### config.mk
export PLATFORM = sky130hd
export DESIGN_NAME = up_down_loadable_counter
export DESIGN_NICKNAME = d
export VERILOG_FILES = /design/src/rtl/up_down_loadable_counter_pkg.sv /design/src/rtl/up_down_loadable_counter.sv
export SDC_FILE = /design/constraint.sdc
export NUM_CORES = 1
export LEC_CHECK = 0
export CAP_MARGIN = 25
export CORE_AREA = 8 8 45 47
export CTS_CLUSTER_SIZE = 40
export DETAILED_ROUTE_END_ITERATION = 7
export DIE_AREA = 0 0 53 55
export HOLD_SLACK_MARGIN = 0.15
export MAX_ROUTING_LAYER = met4
export SLEW_MARGIN = 0
export SYNTH_ARGS = -nofsm -noshare
export SYNTH_HDL_FRONTEND = slang
export SYNTH_SLANG_ARGS = --single-unit
### constraint.sdc
create_clock -name clk -period 1.1 [get_ports clk]
set_input_delay 0.22 -clock clk [delete_from_list [all_inputs] [get_ports clk]]
set_output_delay 0.22 -clock clk [all_outputs]
set_load 0.005 [all_outputs]
### src/rtl/up_down_loadable_counter_pkg.sv
// Shared constants for the up/down loadable counter: direction encoding and default width.
package up_down_loadable_counter_pkg;

    localparam logic DIR_UP   = 1'b1;
    localparam logic DIR_DOWN = 1'b0;

    localparam int unsigned DEFAULT_WIDTH = 4;

endpackage

### src/rtl/up_down_loadable_counter.sv
// WIDTH-bit binary counter with parallel load and run-time up/down select.
// Wraps modulo 2^WIDTH in both directions; load has priority over counting.
module up_down_loadable_counter
    import up_down_loadable_counter_pkg::*;
#(
    parameter int unsigned WIDTH = DEFAULT_WIDTH
) (
    input  logic             clk,
    input  logic             rst,
    input  logic             load,
    input  logic             mode_cntrl,
    input  logic [WIDTH-1:0] din,
    output logic [WIDTH-1:0] dout
);

    localparam logic [WIDTH-1:0] ONE = WIDTH'(1);

    // Natural WIDTH-bit overflow/underflow provides the modulo wrap.
    always_ff @(posedge clk or negedge rst) begin
        if (!rst) begin
            dout <= '0;
        end else if (load) begin
            dout <= din;
        end else if (mode_cntrl == DIR_UP) begin
            dout <= dout + ONE;
        end else begin
            dout <= dout - ONE;
        end
    end

endmodule

# Yosys cells after proc, flatten, opt, wreduce, memory -nomap -nowiden
# Cells that the tools add are included.
# totals
reg_bits	4
input_bits	8
output_inout_bits	4
elab_cells	5
# classes
add_sub_neg	2
n_mux	2
# ops
cell	n
$mux W4	2
$add A4 B1 Y4 const B	1
$sub A4 B1 Y4 const B	1

# Longest topological paths before layout
# depth
word_depth	3
mapped_depth	5
mapped_depth_nobuf	5

# Least setup slack after synthesis
# No wires, ideal clock.
# synth_timing
path_type	register to register
startpoint	register dout[2]
endpoint	register dout[3]
setup_ns	0.099
arrival_time_ns	1.147
required_ns	1.001
slack_ns	-0.146
stages_incl_launch_ff	5
path_buffers	0
period_less_slack_ns	1.246
cell_sequence	dfrtp_1 -> ha_1 -> a21oi_1 -> a211oi_1 -> a311oi_1
# synth_between
elab_chain_len	3
word_cells_on_any_way	4
cone_classes	add/sub (2); mux (2)
# synth_rtl
element	line_no	text
from (decl)	up_down_loadable_counter.sv:13	output logic [WIDTH-1:0] dout
from (signal assigned)	up_down_loadable_counter.sv:23	dout <= din;
from (signal assigned)	up_down_loadable_counter.sv:25	dout <= dout + ONE;
from (signal assigned)	up_down_loadable_counter.sv:27	dout <= dout - ONE;
$sub A4 B1 Y4 / $add A4 B1 Y4 (equally long branches)	up_down_loadable_counter.sv:27, up_down_loadable_counter.sv:25	
$mux W4 (*)	up_down_loadable_counter.sv:24	end else if (mode_cntrl == DIR_UP) begin
$mux W4 (*)	up_down_loadable_counter.sv:22	end else if (load) begin
# Mark *: on every way between the ends. The rest lies on a longest branch, timed or not.

# Worst setup path after layout
# layout_timing
startpoint	register dout[0]
endpoint	register dout[1]
# The elaborated chain is that of the path after synthesis.

==> run_summary.xml <==
<?xml version="1.0" encoding="UTF-8"?>
<metrics>
  <group name="route">
    <metric name="routedLengthMet1" unit="um">246</metric>
    <metric name="initialDrtViolationCount" unit="">0</metric>
    <metric name="met2_length" unit="um">403</metric>
    <metric name="met3_length" unit="um">27</metric>
    <metric name="highest_layer" unit="">met3</metric>
    <metric name="routed_vias_inst" unit="">4.08</metric>
    <metric name="postRouteWirelength" unit="um">678</metric>
    <metric name="drt_pre_antenna_iters" unit="">1</metric>
    <metric name="final_antenna_net_count" unit="">0</metric>
    <metric name="routedWlPerCell" unit="um">11.3</metric>
    <metric name="drcViolationCount" unit="">0</metric>
    <metric name="via_count" unit="">245</metric>
  </group>
  <group name="pwr">
    <metric name="p_leak" unit="nW">0.216</metric>
    <metric name="p_int" unit="W">0.000540</metric>
    <metric name="total_switching_power" unit="W">0.000202</metric>
    <metric name="power.sequential.fraction" unit="">0.267</metric>
    <metric name="p_sw_frac" unit="">0.272</metric>
    <metric name="pwr_dens" unit="mW/mm2">1480</metric>
    <metric name="design_power_total" unit="W">0.000742</metric>
    <metric name="vdd_ir_drop_max" unit="mV">0.729</metric>
    <metric name="power.share.clock" unit="">0.230</metric>
    <metric name="power.combinational.fraction" unit="">0.502</metric>
  </group>
  <group name="critical_path">
    <metric name="critical_path_rt" unit="ns">1.21</metric>
    <metric name="timing.rr.end" unit="">dout[1]$_DFF_PN0_</metric>
    <metric name="regToRegSetupSlack" unit="ns">-0.22</metric>
    <metric name="worst_path_max_delay_cell" unit="">fa_2</metric>
    <metric name="crit-reg2reg-launch" unit="">dout[0]$_DFF_PN0_</metric>
    <metric name="reg2regPathDepth" unit="">3</metric>
    <metric name="worstPathMaxFanout" unit="">2</metric>
    <metric name="worst_setup_path_end_kind" unit="">flip-flop</metric>
    <metric name="cp_slowest_stage_delay" unit="ns">0.43</metric>
    <metric name="worstSetupStartpointType" unit="">flip-flop</metric>
    <metric name="crit_chain" unit="">buf_6, fa_2, mux2_2</metric>
    <metric name="critical_path_arrival" unit="ns">1.43</metric>
    <metric name="timing_worst_setup_path_type" unit="">reg -&gt; reg</metric>
  </group>
  <group name="yosys">
    <metric name="adder_cell_share_of_the_synthesized_area" unit="">0.193</metric>
    <metric name="area_fraction_in_compound_gates_after_synthesis" unit="">0.134</metric>
    <metric name="combinational_family_with_the_most_area_after_synthesis" unit="">adder cells</metric>
    <metric name="synth_top_cell_area_share" unit="">0.428</metric>
    <metric name="library_cell_with_the_largest_summed_area_after_synthesis" unit="">dfrtp_1</metric>
    <metric name="post_synth_instance_area" unit="um2">234</metric>
    <metric name="synth.area.mux_share" unit="">0.0481</metric>
    <metric name="distinct_cells_synth" unit="">14</metric>
    <metric name="synthesis.nets" unit="">32</metric>
    <metric name="synthTopCellsByArea" unit="">dfrtp_1 (43%), ha_1 (11%), fa_1 (8.6%)</metric>
    <metric name="synthSimpleGateAreaFrac" unit="">0.107</metric>
    <metric name="synthesis.instances" unit="">21</metric>
    <metric name="yosysWarningCount" unit="">0</metric>
    <metric name="syn_area_per_cell" unit="um2">11.1</metric>
    <metric name="synth-xor-area-share" unit="">0.0749</metric>
    <metric name="seq_area_frac_synth" unit="">0.428</metric>
    <metric name="postSynthRegisterBits" unit="">4</metric>
  </group>
  <group name="outcome">
    <metric name="violations" unit="">negative setup slack</metric>
    <metric name="outcome" unit="">finished, violations left</metric>
  </group>
  <group name="cells_and_area">
    <metric name="ant_diodes" unit="">0</metric>
    <metric name="largestRegisters" unit="">dout: 4 flops</metric>
    <metric name="multiInputGateArea" unit="um2">174</metric>
    <metric name="nets" unit="">57</metric>
    <metric name="sequential_cell_area" unit="um2">100</metric>
    <metric name="fin_util" unit="">0.363</metric>
    <metric name="largest-register" unit="">dout</metric>
    <metric name="most_frequent_cells_in_the_layout" unit="">clkdlybuf4s50_1 (6), buf_4 (6), dfrtp_1 (4), buf_6 (4), clkbuf_4 (3)</metric>
    <metric name="largest_register_ff_count" unit="">4</metric>
    <metric name="layout-drive-gt1-share" unit="">0.500</metric>
    <metric name="fillCellCount" unit="">142</metric>
    <metric name="flow.area_growth_from_synthesis" unit="%">115</metric>
  </group>
  <group name="floorplanning">
    <metric name="die_area" unit="mm2">0.00292</metric>
    <metric name="coreArea" unit="mm2">0.00138</metric>
    <metric name="ios" unit="">12</metric>
    <metric name="floorplan.die.width" unit="um">53</metric>
    <metric name="site_rows" unit="">14</metric>
    <metric name="initial_utilization" unit="">0.169</metric>
    <metric name="die_h" unit="um">55</metric>
  </group>
  <group name="sta">
    <metric name="whs" unit="ns">0.198</metric>
    <metric name="finalClockSkew" unit="ns">0.000364</metric>
    <metric name="post_route_worst_setup_slack" unit="ns">-0.216</metric>
    <metric name="setup_viol" unit="">4</metric>
    <metric name="share_of_the_clock_period_used_by_the_worst_path_after_layout" unit="">1.20</metric>
    <metric name="worstMarginPinSlew" unit="ns">0.249</metric>
    <metric name="fin_crit" unit="ns">1.32</metric>
    <metric name="rsz_0062_raised_after_global_routing" unit="">yes</metric>
    <metric name="slew-limit-headroom" unit="">0.833</metric>
    <metric name="final_hold_violations" unit="">0</metric>
    <metric name="number_of_slew_limit_violations_in_the_final_report" unit="">0</metric>
    <metric name="achievable-frequency" unit="MHz">760</metric>
    <metric name="setup_tns" unit="ns">-0.579</metric>
  </group>
  <group name="grt">
    <metric name="grt-ovfl-total" unit="">0</metric>
    <metric name="grt_max_degree" unit="">6</metric>
    <metric name="first_pass_grt_wire_length" unit="um">1030</metric>
    <metric name="number_of_global_route_vias_before_repair" unit="">253</metric>
    <metric name="gr-usage-all-layers" unit="">0.0514</metric>
    <metric name="grt_antenna_before_repair" unit="">0</metric>
  </group>
  <group name="clock_network">
    <metric name="cts_inserted_buffers" unit="">3</metric>
    <metric name="htreeDepth" unit="">1</metric>
    <metric name="cts_clk_pin_slew_worst_paths" unit="ns">0.03</metric>
    <metric name="ctsRootBufferMaster" unit="">clkbuf_4</metric>
    <metric name="tritoncts" unit="">built</metric>
    <metric name="later_pin_clock_latency_in_the_skew_report" unit="ns">0.23</metric>
    <metric name="clock_tree.buffer_depth" unit="">2</metric>
    <metric name="tritoncts_sink_count" unit="">4</metric>
  </group>
  <group name="placement">
    <metric name="globalplace.congestion" unit="">0.678</metric>
    <metric name="io_buffer_count" unit="">11</metric>
  </group>
  <group name="flow_run">
    <metric name="maxCapViolations" unit="">0</metric>
  </group>
  <group name="worst_hold_path">
    <metric name="worstHoldPathType" unit="">in -&gt; async</metric>
  </group>
</metrics>
-- timing repair --
| item | in CTS | in global routing |
|---|---|---|
| gates resized for setup | 20 | 1 |
| buffers inserted | 5 | 2 |
| setup endpoints to repair | 7 | 6 |
| gates cloned | 0 | 0 |
| pin swaps | 2 | 1 |
| hold buffers | 0 | 0 |
-- power by group through the flow --
stage	sequential, W	combinational, W	clock, W
global placement	0.000211	0.000254	0
CTS	0.000198	0.000353	0.000185
global route	0.000202	0.000404	0.000198
floorplan	0.000211	0.000116	0
detailed placement	0.000211	0.000261	0
finish	0.000198	0.000373	0.000171
-- layout make-up --
type                    instances  share of cell area
flip-flops and latches          4               0.199
well taps                      16              0.0398
inverters                       1             0.00746
repair buffers                 20               0.363
clock buffers                   3              0.0448
multi-input cells              16               0.346
-- cell families (layout without fill, tap and decap cells) --
family / count (synthesis) / in the layout
AND/OR/NAND/NOR: 5 / 5
buffers and inverters: 1 / 24
multiplexers: 1 / 1
flip-flops: 4 / 4
adder cells (fa/ha/maj): 3 / 3
AO/OA/AOI/OAI: 5 / 5
XOR/XNOR: 2 / 2
-- through the flow --
step	cells	instance area [um2]	worst slack, ns
3_5_place_dp	50	398	-0.651
6_report	60	503	-0.216
5_1_grt	60	503	-0.254
3_3_place_gp	50	398	-0.606
2_1_floorplan	21	253	-0.109
4_1_cts	58	482	-0.215
-- cell usage after synthesis, drive strengths merged --
cell,n
xor2,1
o21ai,2
dfrtp,4
a21oi,1
fa,1
nand2,2
xnor2,1
a211oi,1
nor2b,2
mux2,1
ha,2
inv,1
a311oi,1
nand3,1
-- worst max path at each step --
stage / from / endpoint / cells after the start
after CTS: dout[0]$_DFF_PN0_ / dout[1]$_DFF_PN0_ / 3
final: dout[0]$_DFF_PN0_ / dout[1]$_DFF_PN0_ / 3
after global placement: mode_cntrl / dout[3]$_DFF_PN0_ / 6
after floorplan: dout[1]$_DFF_PN0_ / dout[1]$_DFF_PN0_ / 2
after global routing: dout[0]$_DFF_PN0_ / dout[1]$_DFF_PN0_ / 3
after detailed placement: mode_cntrl / dout[3]$_DFF_PN0_ / 6
-- layer usage --
metal	up-vias	track usage
li1	122	-
met1	118	0.0505
met2	5	0.0820
met3	0	0.0187
met4	0	0.0388
met5	-	-
-- critical path: cells and delay by family, from the launching register on --
kind	cells	cell delay [ns]
adder cells (fa/ha/maj)	1	0.43
multiplexers	1	0.27
buffers and inverters	1	0.12
flip-flops	1	0.38
Note: power is estimated with default switching activity, not from simulation.
